## config.mk

```make
export PLATFORM = sky130hd
export DESIGN_NAME = sobel_axis_out
export DESIGN_NICKNAME = d
export VERILOG_FILES = /design/src/rtl/sobel_axis_out.sv
export SDC_FILE = /design/constraint.sdc
export NUM_CORES = 1
export LEC_CHECK = 0
export BUFFER_PORTS_ARGS = -buffer_cell sky130_fd_sc_hd__buf_2
export CORE_UTILIZATION = 55
export DETAILED_ROUTE_END_ITERATION = 16
export PLACE_DENSITY = 0.83
export SYNTH_ARGS = -nofsm -noshare
export SYNTH_HDL_FRONTEND = slang
export SYNTH_SLANG_ARGS = --single-unit
```

## constraint.sdc

```tcl
create_clock -name clk -period 2.61 [get_ports clk]
set_input_delay 0.261 -clock clk [delete_from_list [all_inputs] [get_ports clk]]
set_output_delay 0.261 -clock clk [all_outputs]
set_load 0.005 [all_outputs]
```

## src/rtl/sobel_axis_out.sv

```systemverilog
// Output framing stage: tags the unframed Sobel pixel stream with sof/eol from
// line/row counters and drives the sink through a two-entry skid buffer.
module sobel_axis_out #(
  parameter int IMG_W = 640,
  parameter int IMG_H = 480,
  parameter int DW    = 24,
  localparam int HW   = $clog2(IMG_W),
  localparam int VW   = $clog2(IMG_H)
) (
  input  logic          clk,
  input  logic          rst_n,
  input  logic          frame_clr,
  input  logic [DW-1:0] data_m,
  input  logic          valid_m,
  output logic          ready_m,
  output logic [DW-1:0] data_s,
  output logic          valid_s,
  output logic          sof_s,
  output logic          eol_s,
  input  logic          ready_s,
  output logic          frame_done,
  output logic [HW-1:0] hcnt,
  output logic [VW-1:0] vcnt,
  output logic [1:0]    dbg_state_o
);

  // Beat tag layout: {last_of_frame, eol, sof, data}.
  localparam int TW = DW + 3;

  typedef enum logic [1:0] {
    S_EMPTY = 2'd0,
    S_ONE   = 2'd1,
    S_TWO   = 2'd2
  } state_t;

  state_t          state_q, state_d;
  logic [TW-1:0]   out_q, out_d;
  logic [TW-1:0]   skid_q, skid_d;
  logic            valid_q, valid_d;
  logic            ready_q, ready_d;
  logic [HW-1:0]   hcnt_q, hcnt_d;
  logic [VW-1:0]   vcnt_q, vcnt_d;
  logic            frame_done_q, frame_done_d;

  logic            accept;
  logic            out_hs;
  logic            tag_sof, tag_eol, tag_last;
  logic [TW-1:0]   in_tag;

  // Handshake rule on both sides: a beat moves on a rising clk edge where
  // valid and ready are both high; valid never drops until that happens.
  assign accept   = valid_m && ready_q;
  assign out_hs   = valid_q && ready_s;
  assign tag_sof  = (hcnt_q == '0) && (vcnt_q == '0);
  assign tag_eol  = (hcnt_q == HW'(IMG_W - 1));
  assign tag_last = tag_eol && (vcnt_q == VW'(IMG_H - 1));
  assign in_tag   = {tag_last, tag_eol, tag_sof, data_m};

  always_comb begin
    state_d      = state_q;
    out_d        = out_q;
    skid_d       = skid_q;
    hcnt_d       = hcnt_q;
    vcnt_d       = vcnt_q;
    frame_done_d = 1'b0;
    if (frame_clr) begin
      state_d = S_EMPTY;
      hcnt_d  = '0;
      vcnt_d  = '0;
    end else begin
      frame_done_d = out_hs && out_q[TW-1];
      if (accept) begin
        if (tag_eol) begin
          hcnt_d = '0;
          vcnt_d = (vcnt_q == VW'(IMG_H - 1)) ? '0 : vcnt_q + VW'(1);
        end else begin
          hcnt_d = hcnt_q + HW'(1);
        end
      end
      case (state_q)
        S_EMPTY: begin
          if (accept) begin
            out_d   = in_tag;
            state_d = S_ONE;
          end
        end
        S_ONE: begin
          if (accept && ready_s) begin
            out_d = in_tag;
          end else if (accept) begin
            skid_d  = in_tag;
            state_d = S_TWO;
          end else if (ready_s) begin
            state_d = S_EMPTY;
          end
        end
        S_TWO: begin
          if (ready_s) begin
            out_d   = skid_q;
            state_d = S_ONE;
          end
        end
        default: state_d = S_EMPTY;
      endcase
    end
    valid_d = (state_d != S_EMPTY);
    ready_d = (state_d != S_TWO);
  end

  always_ff @(posedge clk or negedge rst_n) begin
    if (!rst_n) begin
      state_q      <= S_EMPTY;
      out_q        <= '0;
      skid_q       <= '0;
      valid_q      <= 1'b0;
      ready_q      <= 1'b1;
      hcnt_q       <= '0;
      vcnt_q       <= '0;
      frame_done_q <= 1'b0;
    end else begin
      state_q      <= state_d;
      out_q        <= out_d;
      skid_q       <= skid_d;
      valid_q      <= valid_d;
      ready_q      <= ready_d;
      hcnt_q       <= hcnt_d;
      vcnt_q       <= vcnt_d;
      frame_done_q <= frame_done_d;
    end
  end

  assign ready_m     = ready_q;
  assign valid_s     = valid_q;
  assign data_s      = out_q[DW-1:0];
  assign sof_s       = out_q[DW];
  assign eol_s       = out_q[DW+1];
  assign frame_done  = frame_done_q;
  assign hcnt        = hcnt_q;
  assign vcnt        = vcnt_q;
  assign dbg_state_o = state_q;

endmodule
```

==> reports/results.ini <==
[run_status]
status = complete, no violations

[detailed_routing]
routed_via_density = 5.508
routed.top_layer = met4
wl_met2_um = 3907
remaining_drc_errors = 0
drt_iter0_markers = 205
drt-met1-wl_um = 3831
drtAntennaViolNets = 0
wl_per_cell_um = 15.43
dr_wl_met3_um = 409
num_vias = 2958
wl_um = 8287
dr.pass1.iters = 4

[critical_path]
worst_path_largest_cell_delay_ns = 0.60
critPathCaptureType = register
path_cells = ha_1 > and4_1 > nand3_1 > or4_1 > a21oi_1
crit_type = register to register
path_max_fanout = 12
path_buf_inv = 0
critPathRequiredTime_ns = 2.87
cpLargestDelayFamily = simple AND/OR/NAND/NOR gates
start_kind = register
crit_slowest_cell = or4_1
arrival_ns = 2.51

[cells_and_area]
area_delta_synth_final_pct = 14.17
final_nets = 469
final_cell_mix = dfrtp_1 (77), buf_2 (77), nand2_1 (64)
antennaDiodeCount = 0
drive_gt1_share_pct = 29.48

[timing]
setup_viol = 0
fin_crit_sh_pct = 86.10
fin_skew_ns = 0.009801
hold_viol_final = 0
rsz0062_at_grt = no
drv_slew = 0
relSlewSlack_pct = 35.70
clock.fmax_ghz = 0.4450
worst_pin_slew_ns = 0.9645
min_period_ns = 2.247
setup_tns_ns = 0

[power]
finalPower_mw = 3.198
leakagePower_nw = 2.130
powerDensity_nw_per_um2 = 725.8
ir_drop_mv = 0.3508

[floorplan]
core_area_um2 = 6794
num_io_pins = 79
die_area_um2 = 7357
fp.dieH_um = 85.78
rows = 30
die_x_um = 85.78
start_util_pct = 56.81

[grt]
antenna_found_initial = 0
grt.overflow.total = 0
grt_usage_pct = 23.91
grt_pass1_wl_um = 13710
grt_pass1_vias = 2793
grt_max_degree = 79

[synthesis]
synth-seq-area-share_pct = 50.60
synth_seq_cells = 78
muxShareOfSynthArea_pct = 9.498
synthSimpleGateAreaFrac_pct = 20.29
synth_edf_count = 0
ys_types = 43
synth_area_um2 = 3860
synth.avg_cell_area_um2 = 10.00
netlist_instances = 386
yosys_warnings = 0
synth-xor-area-share_pct = 1.135
synth_top_family_by_area = simple AND/OR/NAND/NOR gates
synth_top_flop_cell = dfrtp_1
synth_nets = 419
synthAdderAreaFrac_pct = 1.297
synth_compound_area_share_pct = 9.303
async_flop_share_pct = 100.0

[clock_network]
clk_path_buf_depth = 2
clk_pin_slew_ns = 0.08
clkSinkCount = 78
cts_max_level = 3
ctsHoldBuffers = 0
tritoncts = yes
post_cts_buffers = 0
clock-root-buffer = clkbuf_8
ctsResizeCount = 0
cts-buffers-inserted = 9
clkLatencyLatePin_ns = 0.34

[placement]
dp.final_hpwl_um = 5614
io_buffers = 78
gp_congestion = 0.9515

[min_path]
hold_class = input pin to async pin

[run]
cap_violations = 0

per-stage QoR:
step | instance area [um2] | cells | hold WS, ns | setup slack [ns] | utilization (%)
2_1_floorplan | 3860 | 386 | -0.03459 | 0.7718 | -
3_3_place_gp | 4151 | 521 | 0.4602 | 0.5414 | 61.11
3_5_place_dp | 4151 | 521 | 0.4756 | 0.4017 | 61.11
4_1_cts | 4407 | 537 | 0.09858 | 0.3866 | 64.86
5_1_grt | 4407 | 537 | 0.1499 | 0.2179 | 64.86
6_report | 4407 | 537 | 0.05869 | 0.3627 | 64.86
kinds of logic after synthesis:
| group | count (synthesis) |
|---|---|
| simple gates | 163 |
| compound gates | 61 |
| buf+inv | 50 |
| mux | 25 |
| fa+ha+maj | 4 |
| xor+xnor | 5 |
| flops | 78 |
registers in the layout, summed over array words and instances, names as in the netlist:
name,flops
ready_m,1
dbg_state_o,2
vcnt,9
skid_q,27
valid_s,1
out_q,27
hcnt,10
frame_done,1
worst reg2reg max path, stage by stage, from the launching register on:
cell	delay [ns]
dfrtp_1	0.46
ha_1	0.23
and4_1	0.36
nand3_1	0.36
or4_1	0.60
a21oi_1	0.16
final cells by class:
type	count	area (um2)
timing repair buffer	84	437.9
multi-input combinational	258	1622
clock inverter	6	117.6
inverter	5	18.77
tap	96	120.1
sequential	78	1953
fill	557	2387
clock buffer	10	137.6
cells in the mapped netlist (all sizes together), types with 2 or more instances:
library cell	number	area share (%)
a21oi	18	2.3
a31oi	28	4.5
and2	4	0.65
and3	5	0.81
and4	3	0.68
and4b	2	0.52
buf	31	6.0
clkbuf	14	1.4
dfrtp	77	50
ha	4	1.3
inv	5	0.49
mux2	24	9.2
nand2	65	6.4
nand2b	4	0.65
nand3	17	2.2
nand3b	2	0.39
nand4	7	1.1
nand4b	2	0.45
nor2	39	3.8
nor4	2	0.32
o21ai	9	1.2
o31a	2	0.45
o31ai	2	0.39
or3	2	0.32
or4	3	0.58
xor2	5	1.1
power breakdown:
group | leakage [nW] | switching (mW) | internal, mW | total [mW]
combinational | 1.04 | 0.227 | 0.298 | 0.526
clock | 0.125 | 0.453 | 0.670 | 1.12
sequential | 0.962 | 0.129 | 1.42 | 1.55
total | 2.13 | 0.809 | 2.39 | 3.20
worst paths after layout:
path | from | end | slack, ns | cells after the start
worst min register to register | skid_q[26] | skid_q[26] | 0.49 | 2
worst max register to register | hcnt[0] | vcnt[5] | 0.36 | 5
worst min-delay path | rst_n | out_q[1] | 0.06 | 1
min in group clk | data_m[15] | skid_q[15] | 0.16 | 2
worst max-delay path | hcnt[0] | vcnt[5] | 0.36 | 5
max in group asynchronous | rst_n | skid_q[18] | 1.91 | 1
metal layers:
metal	global-route usage, %	vias up
met5	0	-
met4	8.939	0
met3	3.754	13
met2	37.82	95
met1	33.52	1431
li1	-	1419
Power figures use the tool's default switching activity.
